--- config.mk ---
export PLATFORM = sky130hd
export DESIGN_NAME = multicycle_main_fsm
export DESIGN_NICKNAME = d
export VERILOG_FILES = /design/src/rtl/riscv_ctrl_pkg.sv /design/src/rtl/imm_src_decoder.sv /design/src/rtl/multicycle_main_fsm.sv
export SDC_FILE = /design/constraint.sdc
export NUM_CORES = 1
export LEC_CHECK = 0
export CORE_MARGIN = 1
export CORE_UTILIZATION = 36
export CTS_BUF_LIST = sky130_fd_sc_hd__clkbuf_16
export CTS_CLUSTER_DIAMETER = 120
export DETAILED_ROUTE_END_ITERATION = 10
export PLACE_DENSITY = 0.75
export SYNTH_ARGS = -nofsm -noshare
export SYNTH_HDL_FRONTEND = slang
export SYNTH_SLANG_ARGS = --single-unit
--- constraint.sdc ---
create_clock -name clk -period 1.3 [get_ports clk]
set_input_delay 0.195 -clock clk [delete_from_list [all_inputs] [get_ports clk]]
set_output_delay 0.195 -clock clk [all_outputs]
set_load 0.03 [all_outputs]
--- src/rtl/riscv_ctrl_pkg.sv ---
// Shared control definitions for the RV32I multicycle controller:
// opcodes, FSM state encoding and datapath mux select encodings.
package riscv_ctrl_pkg;

    localparam logic [6:0] OPC_LOAD   = 7'b0000011;
    localparam logic [6:0] OPC_STORE  = 7'b0100011;
    localparam logic [6:0] OPC_OP     = 7'b0110011;
    localparam logic [6:0] OPC_OP_IMM = 7'b0010011;
    localparam logic [6:0] OPC_BRANCH = 7'b1100011;
    localparam logic [6:0] OPC_JAL    = 7'b1101111;
    localparam logic [6:0] OPC_JALR   = 7'b1100111;
    localparam logic [6:0] OPC_LUI    = 7'b0110111;
    localparam logic [6:0] OPC_AUIPC  = 7'b0010111;

    typedef enum logic [3:0] {
        S_FETCH    = 4'd0,
        S_DECODE   = 4'd1,
        S_MEMADR   = 4'd2,
        S_MEMREAD  = 4'd3,
        S_MEMWB    = 4'd4,
        S_MEMWRITE = 4'd5,
        S_EXECR    = 4'd6,
        S_EXECI    = 4'd7,
        S_ALUWB    = 4'd8,
        S_BRANCH   = 4'd9,
        S_JAL      = 4'd10,
        S_JALR_ADR = 4'd11,
        S_JALR_JMP = 4'd12,
        S_UPPER    = 4'd13,
        S_HALT     = 4'd14
    } state_t;

    localparam logic [1:0] SRCA_PC    = 2'b00;
    localparam logic [1:0] SRCA_OLDPC = 2'b01;
    localparam logic [1:0] SRCA_RS1   = 2'b10;
    localparam logic [1:0] SRCA_ZERO  = 2'b11;

    localparam logic [1:0] SRCB_RS2  = 2'b00;
    localparam logic [1:0] SRCB_IMM  = 2'b01;
    localparam logic [1:0] SRCB_FOUR = 2'b10;

    localparam logic [1:0] RES_ALUOUT    = 2'b00;
    localparam logic [1:0] RES_READDATA  = 2'b01;
    localparam logic [1:0] RES_ALURESULT = 2'b10;

    localparam logic [1:0] ALUOP_ADD   = 2'b00;
    localparam logic [1:0] ALUOP_SUB   = 2'b01;
    localparam logic [1:0] ALUOP_FUNCT = 2'b10;

    localparam logic [2:0] IMM_I = 3'b000;
    localparam logic [2:0] IMM_S = 3'b001;
    localparam logic [2:0] IMM_B = 3'b010;
    localparam logic [2:0] IMM_J = 3'b011;
    localparam logic [2:0] IMM_U = 3'b100;

endpackage

--- src/rtl/imm_src_decoder.sv ---
// Maps an opcode to its immediate format and reports whether the opcode is
// supported by this controller build.
module imm_src_decoder
    import riscv_ctrl_pkg::*;
#(
    parameter bit ENABLE_JALR  = 1'b1,
    parameter bit ENABLE_UPPER = 1'b1
) (
    input  logic [6:0] opcode,
    output logic [2:0] imm_src,
    output logic       legal
);

    // The immediate format follows the opcode even when the opcode is disabled.
    always_comb begin
        imm_src = IMM_I;
        legal   = 1'b0;
        case (opcode)
            OPC_LOAD, OPC_OP_IMM, OPC_OP: legal = 1'b1;
            OPC_STORE: begin
                imm_src = IMM_S;
                legal   = 1'b1;
            end
            OPC_BRANCH: begin
                imm_src = IMM_B;
                legal   = 1'b1;
            end
            OPC_JAL: begin
                imm_src = IMM_J;
                legal   = 1'b1;
            end
            OPC_JALR: legal = ENABLE_JALR;
            OPC_LUI, OPC_AUIPC: begin
                imm_src = IMM_U;
                legal   = ENABLE_UPPER;
            end
            default: ;
        endcase
    end

endmodule

--- src/rtl/multicycle_main_fsm.sv ---
// Multicycle RV32I main controller: steps each instruction through its
// states and drives the shared datapath strobes and mux selects.
module multicycle_main_fsm
    import riscv_ctrl_pkg::*;
#(
    parameter bit ENABLE_JALR   = 1'b1,
    parameter bit ENABLE_UPPER  = 1'b1,
    parameter bit MEM_HANDSHAKE = 1'b1,
    parameter bit TRAP_HALT     = 1'b1
) (
    input  logic       clk,
    input  logic       reset,
    input  logic [6:0] opcode,
    input  logic       mem_ready,
    output logic       mem_req,
    output logic       IRWrite,
    output logic       PCUpdate,
    output logic       RegWrite,
    output logic       MemWrite,
    output logic       Branch,
    output logic       AdrSrc,
    output logic [1:0] ALUSrcA,
    output logic [1:0] ALUSrcB,
    output logic [1:0] ResultSrc,
    output logic [1:0] ALUOp,
    output logic [2:0] ImmSrc,
    output logic       instr_done,
    output logic       illegal,
    output logic       halted,
    output logic [3:0] state_dbg
);

    state_t state_q;
    state_t state_d;
    logic   legal;
    logic   ready;

    assign ready     = MEM_HANDSHAKE ? mem_ready : 1'b1;
    assign state_dbg = state_q;

    imm_src_decoder #(
        .ENABLE_JALR  (ENABLE_JALR),
        .ENABLE_UPPER (ENABLE_UPPER)
    ) u_imm_src_decoder (
        .opcode  (opcode),
        .imm_src (ImmSrc),
        .legal   (legal)
    );

    always_ff @(posedge clk or posedge reset) begin
        if (reset) state_q <= S_FETCH;
        else       state_q <= state_d;
    end

    // Strobes that depend on mem_ready stay low during wait cycles; the reset
    // override at the end keeps the FETCH request quiet while reset is held.
    always_comb begin
        state_d    = state_q;
        mem_req    = 1'b0;
        IRWrite    = 1'b0;
        PCUpdate   = 1'b0;
        RegWrite   = 1'b0;
        MemWrite   = 1'b0;
        Branch     = 1'b0;
        AdrSrc     = 1'b0;
        ALUSrcA    = SRCA_PC;
        ALUSrcB    = SRCB_RS2;
        ResultSrc  = RES_ALUOUT;
        ALUOp      = ALUOP_ADD;
        instr_done = 1'b0;
        illegal    = 1'b0;
        halted     = 1'b0;
        case (state_q)
            S_FETCH: begin
                mem_req   = 1'b1;
                ALUSrcB   = SRCB_FOUR;
                ResultSrc = RES_ALURESULT;
                IRWrite   = ready;
                PCUpdate  = ready;
                if (ready) state_d = S_DECODE;
            end
            S_DECODE: begin
                ALUSrcA = SRCA_OLDPC;
                ALUSrcB = SRCB_IMM;
                if (!legal) begin
                    illegal = 1'b1;
                    if (TRAP_HALT) begin
                        state_d = S_HALT;
                    end else begin
                        instr_done = 1'b1;
                        state_d    = S_FETCH;
                    end
                end else begin
                    case (opcode)
                        OPC_LOAD, OPC_STORE: state_d = S_MEMADR;
                        OPC_OP:              state_d = S_EXECR;
                        OPC_OP_IMM:          state_d = S_EXECI;
                        OPC_BRANCH:          state_d = S_BRANCH;
                        OPC_JAL:             state_d = S_JAL;
                        OPC_JALR:            state_d = S_JALR_ADR;
                        OPC_LUI, OPC_AUIPC:  state_d = S_UPPER;
                        default:             state_d = S_FETCH;
                    endcase
                end
            end
            S_MEMADR: begin
                ALUSrcA = SRCA_RS1;
                ALUSrcB = SRCB_IMM;
                state_d = opcode[5] ? S_MEMWRITE : S_MEMREAD;
            end
            S_MEMREAD: begin
                mem_req = 1'b1;
                AdrSrc  = 1'b1;
                if (ready) state_d = S_MEMWB;
            end
            S_MEMWB: begin
                ResultSrc  = RES_READDATA;
                RegWrite   = 1'b1;
                instr_done = 1'b1;
                state_d    = S_FETCH;
            end
            S_MEMWRITE: begin
                mem_req    = 1'b1;
                AdrSrc     = 1'b1;
                MemWrite   = ready;
                instr_done = ready;
                if (ready) state_d = S_FETCH;
            end
            S_EXECR: begin
                ALUSrcA = SRCA_RS1;
                ALUOp   = ALUOP_FUNCT;
                state_d = S_ALUWB;
            end
            S_EXECI: begin
                ALUSrcA = SRCA_RS1;
                ALUSrcB = SRCB_IMM;
                ALUOp   = ALUOP_FUNCT;
                state_d = S_ALUWB;
            end
            S_ALUWB: begin
                RegWrite   = 1'b1;
                instr_done = 1'b1;
                state_d    = S_FETCH;
            end
            S_BRANCH: begin
                ALUSrcA    = SRCA_RS1;
                ALUOp      = ALUOP_SUB;
                Branch     = 1'b1;
                instr_done = 1'b1;
                state_d    = S_FETCH;
            end
            S_JAL: begin
                ALUSrcA  = SRCA_OLDPC;
                ALUSrcB  = SRCB_FOUR;
                PCUpdate = 1'b1;
                state_d  = S_ALUWB;
            end
            S_JALR_ADR: begin
                ALUSrcA = SRCA_RS1;
                ALUSrcB = SRCB_IMM;
                state_d = S_JALR_JMP;
            end
            S_JALR_JMP: begin
                ALUSrcA  = SRCA_OLDPC;
                ALUSrcB  = SRCB_FOUR;
                PCUpdate = 1'b1;
                state_d  = S_ALUWB;
            end
            S_UPPER: begin
                ALUSrcA = opcode[5] ? SRCA_ZERO : SRCA_OLDPC;
                ALUSrcB = SRCB_IMM;
                state_d = S_ALUWB;
            end
            S_HALT: halted = 1'b1;
            default: state_d = S_FETCH;
        endcase
        if (reset) begin
            mem_req    = 1'b0;
            IRWrite    = 1'b0;
            PCUpdate   = 1'b0;
            RegWrite   = 1'b0;
            MemWrite   = 1'b0;
            Branch     = 1'b0;
            instr_done = 1'b0;
            illegal    = 1'b0;
        end
    end

endmodule

==> results of run 1 <==
==> cells by family after synthesis <==
logic type | Yosys count
flip-flops | 4
AO/OA/AOI/OAI | 30
AND/OR/NAND/NOR | 53
XOR/XNOR | 3
buffers and inverters | 13
multiplexers | 1
==> through the flow <==
stage / area (um^2) / instances / utilization, %
after detailed placement: 1453 / 192 / 80.63
after floorplan: 937.1 / 104 / -
after global placement: 1453 / 192 / 80.63
==> impl_metrics.csv, run 1 <==
group,metric,value,unit
logic_synthesis,synth_xor_area_share,3.633,%
logic_synthesis,synth.yosys.warnings,0,
logic_synthesis,adder_cell_area_share_of_the_yosys_netlist,0,%
logic_synthesis,number_of_flops_mapped_to_enable_cells_by_yosys,0,
clock_network,cts.repair_timing.setup_buffer_count,12,
logic_synthesis,most_used_standard_cell_by_instance_count_after_synthesis,"nand2_1",
die,chipWidth,46.82,um
logic_synthesis,synth_flop_cell,"dfrtp_1",
clock_network,ctsHtreeMaxLevel,1,
logic_synthesis,synth_area,723.2,um^2
clock_network,clkSinkCount,4,
clock_network,total_cts_buffers,3,
logic_synthesis,post-synth-top-area-cell,"dfrtp_1",
logic_synthesis,combinational_family_with_the_most_area_after_synthesis,"simple AND/OR/NAND/NOR gates",
clock_network,cts_hold_repair.buffers,0,
die,row_count,15,
status,outcome.stop_stage,"clock tree synthesis",
place,pre_cts_slack,-0.8194,ns
logic_synthesis,mappedNetlistNets,114,
place,dpl.hpwl,2214,um
place,number_of_buffer_cells_added_on_primary_ports,34,
logic_synthesis,synth-compound-area-share,27.16,%
logic_synthesis,synthDistinctLibCells,43,
logic_synthesis,avgSynthCellArea,6.954,um^2
clock_network,cts-resized-gates,70,
logic_synthesis,ys_ff_latch,4,
place,finalWeightedCongestion,0.8436,
die,effective_utilization_at_floorplan,40.14,%
logic_synthesis,synth-async-reset-ratio,100.0,%
logic_synthesis,seq_area_frac_synth,13.84,%
logic_synthesis,synth.cells.most_frequent,"10 x nand2_1, 8 x o21ai_0, 7 x nand3_1, 7 x nor2_1, 6 x a21oi_1",
status,result_of_the_run,"stopped before the end",
logic_synthesis,synthMuxAreaShare,1.384,%
die,die-height,46.82,um
clock_network,cts_max_path_buffers,2,
logic_synthesis,synth_simple_gate_area_share,42.73,%
logic_synthesis,synth_area_leaders,"dfrtp_1 14%, o21ai_0 5.5%, nand2_1 5.2%",
clock_network,clock_tree.root_cell,"clkbuf_16",
status,stop_error,"[ERROR DPL-0038] Utilization greater than 100%, impossible to legalize",
logic_synthesis,netlist_instances,104,
logic_synthesis,synth_top_area_share,13.84,%
die,io_pins,35,
==> run 2, diff against run 1 <==
- CORE_AREA: not set -> 2 2 63 65
- CORE_MARGIN: 1 -> not set
- CORE_UTILIZATION: 36 -> not set
- CTS_BUF_LIST: sky130_fd_sc_hd__clkbuf_16 -> not set
- CTS_CLUSTER_DIAMETER: 120 -> not set
- DIE_AREA: not set -> 0 0 65 67
- PLACE_DENSITY: 0.75 -> not set
- PLACE_DENSITY_LB_ADDON: not set -> 0.15
- clock period: 1.3 -> 1.7 ns (I/O delays scaled with it)
==> run 2 against run 1 <==
  * The flow now finishes, with violations (negative setup slack)
  * Synthesized cell count is the same
  * Synthesized area unchanged
==> impl_metrics.csv, run 2 <==
group,metric,value,unit
routing,number_of_violations_reported_at_the_end_of_detailed_routing_iteration_0,44,
critical_path,cp_cell_sequence,"buf_6 -> nor2_4 -> a21oi_2 -> o21a_1 -> nor3_4 -> buf_6",
logic_synthesis,synth_flop_cell,"dfrtp_1",
layout,final-instance-count-excl-fill,232,
die,core_area,3606,um^2
hold_path,hold_path.class,"primary input to asynchronous set/reset pin",
global_route,via_count_of_the_first_global_routing_pass,1016,
layout,flow.area_growth_from_synthesis,131.5,%
layout,final_cell_mix,"54 x buf_4, 18 x buf_6, 9 x nand2_1, 6 x nor2_1",
routing,totalWireLength,2980,um
die,die-area,4355,um^2
logic_synthesis,synth.cells.most_frequent,"10 x nand2_1, 8 x o21ai_0, 7 x nand3_1, 7 x nor2_1, 6 x a21oi_1",
routing,ant_nets,0,
critical_path,critical_path_arrival,1.58,ns
critical_path,worst_path_largest_cell_delay,0.47,ns
layout,fin_util,46.43,%
sta,final.setup_skew,0.0005975,ns
sta,report.final.slew_viol_count,0,
critical_path,critPathMostFrequentCell,"buf_6",
power_and_ir_drop,cellPowerDensity,1715,nW/um^2
status,violated_checks,"negative setup slack",
place,placement_cell_area,1341,um^2
layout,drive_above_1_share,61.96,%
logic_synthesis,seq_area_frac_synth,13.84,%
sta,setup_viol,8,
sta,postLayoutSetupSlackWorst,-0.1309,ns
power_and_ir_drop,total_power,2.871,mW
logic_synthesis,avgSynthCellArea,6.954,um^2
routing,via_count_of_the_routed_design,1075,
logic_synthesis,synthDistinctLibCells,43,
critical_path,critical_path_required_time,1.44,ns
routing,post_detailed_route_wirelength_per_cell,12.84,um
logic_synthesis,synth_area,723.2,um^2
status,result_of_the_run,"finished with violations",
die,effective_utilization_at_floorplan,20.06,%
sta,report.final.hold_viol_count,0,
die,die-height,67,um
layout,antennaDiodeCount,0,
logic_synthesis,synth-async-reset-ratio,100.0,%
routing,drcViolationCount,0,
routing,firstDrtPassIters,4,
job,drv.max_cap_violation_count,0,
logic_synthesis,number_of_flops_mapped_to_enable_cells_by_yosys,0,
sta,timing.max_slew.rel_slack,78.92,%
logic_synthesis,post-synth-top-area-cell,"dfrtp_1",
clock_network,ctsHtreeMaxLevel,1,
place,finalWeightedCongestion,0.8357,
critical_path,worstRegToRegCells,8,
critical_path,worst_setup_path_end_kind,"primary output",
logic_synthesis,mappedNetlistNets,114,
die,io_pins,35,
critical_path,startpoint_type,"register",
layout,largest_reg_flops,4,
global_route,globalRouteOverflowTotal,0,
place,pre_cts_slack,-0.2515,ns
clock_network,clk_transition_reported_paths,0.03,ns
clock_network,total_cts_buffers,3,
global_route,grt_first_pass_wirelength,4698,um
logic_synthesis,ys_ff_latch,4,
die,row_count,22,
critical_path,critical_path.slowest_cell,"dfrtp_2",
logic_synthesis,synth.yosys.warnings,0,
die,chipWidth,65,um
logic_synthesis,most_used_standard_cell_by_instance_count_after_synthesis,"nand2_1",
global_route,grtUsageTotal,13.90,%
clock_network,clkSinkCount,4,
clock_network,cts_max_path_buffers,2,
logic_synthesis,netlist_instances,104,
layout,final_net_count,195,
sta,period_share,107.7,%
critical_path,r2r-start,"state_dbg[3]",
layout,design_area,1674,um^2
layout,most_common_library_cell_in_the_layout_ignoring_fill_and_taps,"buf_4",
clock_network,insertion_delay,0.22,ns
sta,maxClockFrequency,546.2,MHz
clock_network,clock_tree_from_tritoncts,"done",
power_and_ir_drop,cell_leakage_power,0.7715,nW
place,placedCellCount,211,
place,number_of_buffer_cells_added_on_primary_ports,34,
power_and_ir_drop,ir_worst_vdd,471.4,uV
global_route,pin_count_of_the_biggest_net_entering_global_routing,11,
critical_path,critPathKind,"register to primary output",
clock_network,clock_tree.root_cell,"clkbuf_8",
sta,setup_repair_after_global_routing_missed_its_margin,"yes",
critical_path,crit_path_max_fanout,6,
logic_synthesis,synth_top_area_share,13.84,%
sta,worst_slew_pin_slew,0.3157,ns
routing,detail_route.vias_per_cell,4.634,
sta,period_needed,1.831,ns
logic_synthesis,synth_area_leaders,"dfrtp_1 14%, o21ai_0 5.5%, nand2_1 5.2%",
clock_network,cts_hold_repair.buffers,0,
global_route,antenna_violations_before_repair,0,
critical_path,critical_path_source,"state_dbg[3]",
place,dpl.hpwl,2176,um
## run 2: cell counts after synthesis
Identical to the previous run, type by type.
## run 2: cell families (layout without fill, tap and decap cells)
family | Yosys count | after routing | share of synthesized area [%]
and+or+nand+nor | 53 | 53 | 42.73
AOI/OAI and AO/OA | 30 | 30 | 27.16
DFF | 4 | 4 | 13.84
muxes | 1 | 1 | 1.384
xor gates and xnor gates | 3 | 3 | 3.634
buffers and inverters | 13 | 93 | 11.25
## run 2: final timing paths
| path | slack [ns] | to |
|---|---|---|
| hold reg to reg | 0.73 | state_dbg[3] |
| hold / removal | 0.63 | state_dbg[1] |
| setup reg to reg | 0.10 | state_dbg[2] |
| max in group asynchronous | 0.97 | state_dbg[3] |
| min in group clk | 0.73 | state_dbg[3] |
| setup / recovery | -0.13 | PCUpdate |
## run 2: report_power, final
| part | total (mW) | internal (mW) | switching, mW |
|---|---|---|---|
| Sequential | 0.237 | 0.141 | 0.0956 |
| Combinational | 2.42 | 1.20 | 1.22 |
| Clock | 0.218 | 0.161 | 0.0571 |
| Total | 2.87 | 1.50 | 1.37 |
## run 2: final cells by class
class                      instances  area [um^2]
clock buffer                       4        45.04
inverter                           5        28.78
multi-input combinational         87        710.7
timing repair buffer              84        724.4
tap                               48        60.06
sequential                         4        105.1
fill                             373         1932
## run 2: repair_timing
action / 4_1_cts / 5_1_grt
setup buffers: 8 / 10
resized for setup: 21 / 31
pin swaps: 1 / 13
endpoints found under the hold margin: 0 / 0
setup endpoints to repair: 15 / 15
## run 2: layer usage
| metal | wire, um | track usage (%) |
|---|---|---|
| met5 | 0 | 0 |
| met1 | 1252 | 15.25 |
| met2 | 1583 | 27.06 |
| met3 | 119 | 1.182 |
| met4 | 25 | 5.851 |
## run 2: through the flow
stage                     TNS (ns)  hold slack (ns)
final                      -0.4343           0.6256
after global routing       -0.9717           0.6740
after CTS                  -0.5719           0.6214
after detailed placement   -0.6212           0.6882
after global placement     -0.5334           0.6861
after floorplan            -0.2479          0.03997
## run 2: critical path: cells and delay by family, from the launching register on
kind	cells	cell delay (ns)
compound gates	2	0.28
buf+inv	2	0.31
flops	1	0.47
simple gates	2	0.29
Power figures use the tool's default switching activity.
==> RTL edit (flow settings as in run 2) <==
Set the parameter `MEM_HANDSHAKE` to 1'b0 (it was 1'b1).
--- a/src/rtl/multicycle_main_fsm.sv
+++ b/src/rtl/multicycle_main_fsm.sv
@@ -5,7 +5,7 @@
 #(
     parameter bit ENABLE_JALR   = 1'b1,
     parameter bit ENABLE_UPPER  = 1'b1,
-    parameter bit MEM_HANDSHAKE = 1'b1,
+    parameter bit MEM_HANDSHAKE = 1'b0,
     parameter bit TRAP_HALT     = 1'b1
 ) (
     input  logic       clk,
Function: changed (Yosys sat finds a counterexample within 4 cycles, from zero or initial values and one cycle with reset high).
==> RTL edit against run 2 <==
The flow still finishes with violations (negative setup slack); area after synthesis shrank 17%; final area shrank 13%; sequential power shrank 2%; routed wire length shrank 19%; power shrank 13%; utilization shrank 6.2 points; setup slack gained 0.046 ns; sequential cell count is the same; fmax grew 2.6%; critical path type unchanged; largest cell class is now multi-input combinational cells.
==> RTL edit: results (changes against run 2) <==
Status
  • Status: complete, but fails checks
  • Violated checks: negative setup slack

Power and ir drop
  • Peak supply drop: 0.858 mV (+82%)
  • Static leakage: 0.603 nW (-22%)
  • Sw Ratio: 0.502 (+0.0254)

Logic synthesis
  • Synth Area in Compound Gates: 0.224 (-0.0476)
  • Synth unique cells: 35 (-19%)
  • Seq/Total Area, Yosys: 0.166 (+0.0276)
  • Post-synthesis mux area share: 0 (-0.0138)
  • Ys async rst share: 1.00 (unchanged)
  • Top cells by count, synth: 8 x nand2_1, 8 x nor2b_1, 6 x nor3_1
  • Synth area leaders: dfrtp_1 17%, nor2b_1 8.3%, xnor2_1 5.8%
  • Synthesized Nets: 96 (-16%)
  • Yosys warns: 0 (unchanged)

STA
  • Least-Margin Pin Slew: 0.298 ns (-0.0175 ns)
  • Final setup margin: -0.0847 ns (+0.0462 ns)
  • Worst Skew: 0.00225 ns (+0.00165 ns)
  • Fin Setup TNS: -0.217 ns (+0.218 ns)
  • Setup violators final: 5 (-3)
  • Hold slack: 0.515 ns (-0.110 ns)

Cells and area
  • Layout cell share with drive strength beyond 1: 0.639 (+0.0193)
  • Nets: 156 (-20%)

Setup path
  • Critical path arrival: 1.53 ns (-0.05 ns)
  • Flop2flop setup slack: 0.02 ns (-0.08 ns)
  • R2R Path Start: state_dbg[1]
  • Crit-path max FO: 8 (+2)
  • FF-to-FF path depth: 4 (-4)
  • R2R Path End: state_dbg[2]

Place
  • Routability cong.: 0.757 (-9.5%)
  • PortBufs: 33 (-2.9%)

Global routing
  • Largest net degree at the start of global routing: 13 (+2)
  • First-pass GRT wire length: 3830 um (-18%)
  • Vias in the first global route: 820 (-19%)
  • Antenna violations before repair: 0 (unchanged)
  • Gr usage total: 0.112 (-0.0274)

Routing
  • Routed vias: 850 (-21%)
  • DR iter-0 viols: 31 (-30%)
  • Per-cell routed wire length: 12.6 um (-2.1%)
## RTL edit: kinds of logic (layout without fill, tap and decap cells)
family	count (synthesis)	after routing
and+or+nand+nor	46	46
buffers and inverters	12	70
AOI/OAI and AO/OA	20	20
xor gates and xnor gates	4	4
DFF	4	4
## RTL edit: power by group through the flow
stage               Sequential (mW)  Clock, mW  Combinational, mW
floorplan                     0.255          0               1.23
global route                  0.242      0.207               2.19
global placement              0.236          0               1.80
CTS                           0.220      0.196               1.96
finish                        0.233      0.194               2.07
detailed placement            0.233          0               1.81
## RTL edit: what timing repair did
| action | in CTS | in global routing |
|---|---|---|
| setup endpoints to repair | 12 | 18 |
| buffers inserted | 5 | 1 |
| pin swaps | 8 | 5 |
| resized for setup | 21 | 20 |
## RTL edit: metal layers
metal,share of wire,GRT usage
met5,0,0
met4,0,0.00798
met3,0.029,0.0169
met2,0.51,0.198
met1,0.46,0.148
## RTL edit: worst max path at each step
stage                 start        end  slack, ns  depth (start not counted)
2_1_floorplan     opcode[2]  ImmSrc[0]      -0.10                          3
3_3_place_gp      opcode[6]    illegal      -0.29                          7
3_5_place_dp      opcode[3]    illegal      -0.22                          7
4_1_cts        state_dbg[3]    illegal      -0.08                          3
5_1_grt        state_dbg[1]    illegal      -0.12                          3
6_report       state_dbg[1]    illegal      -0.08                          3
## RTL edit: layout make-up
| class | instances | area (um2) |
|---|---|---|
| multi-input cells | 70 | 676 |
| inverters | 4 | 15.0 |
| well taps | 48 | 60.1 |
| clock buffers | 3 | 41.3 |
| flip-flops and latches | 4 | 105 |
| fillers | 382 | 2150 |
| repair buffers | 63 | 554 |
## RTL edit: worst max-delay path: stages (launching register included)
cell     delay [ns]
dfrtp_2        0.47
or4b_4         0.57
nor3_4         0.13
buf_6          0.15
## RTL edit: through the flow
step,worst slack [ns],cells
floorplan,-0.102,86
detailed placement,-0.222,183
finish,-0.0847,192
global placement,-0.286,183
CTS,-0.0787,191
global route,-0.124,192
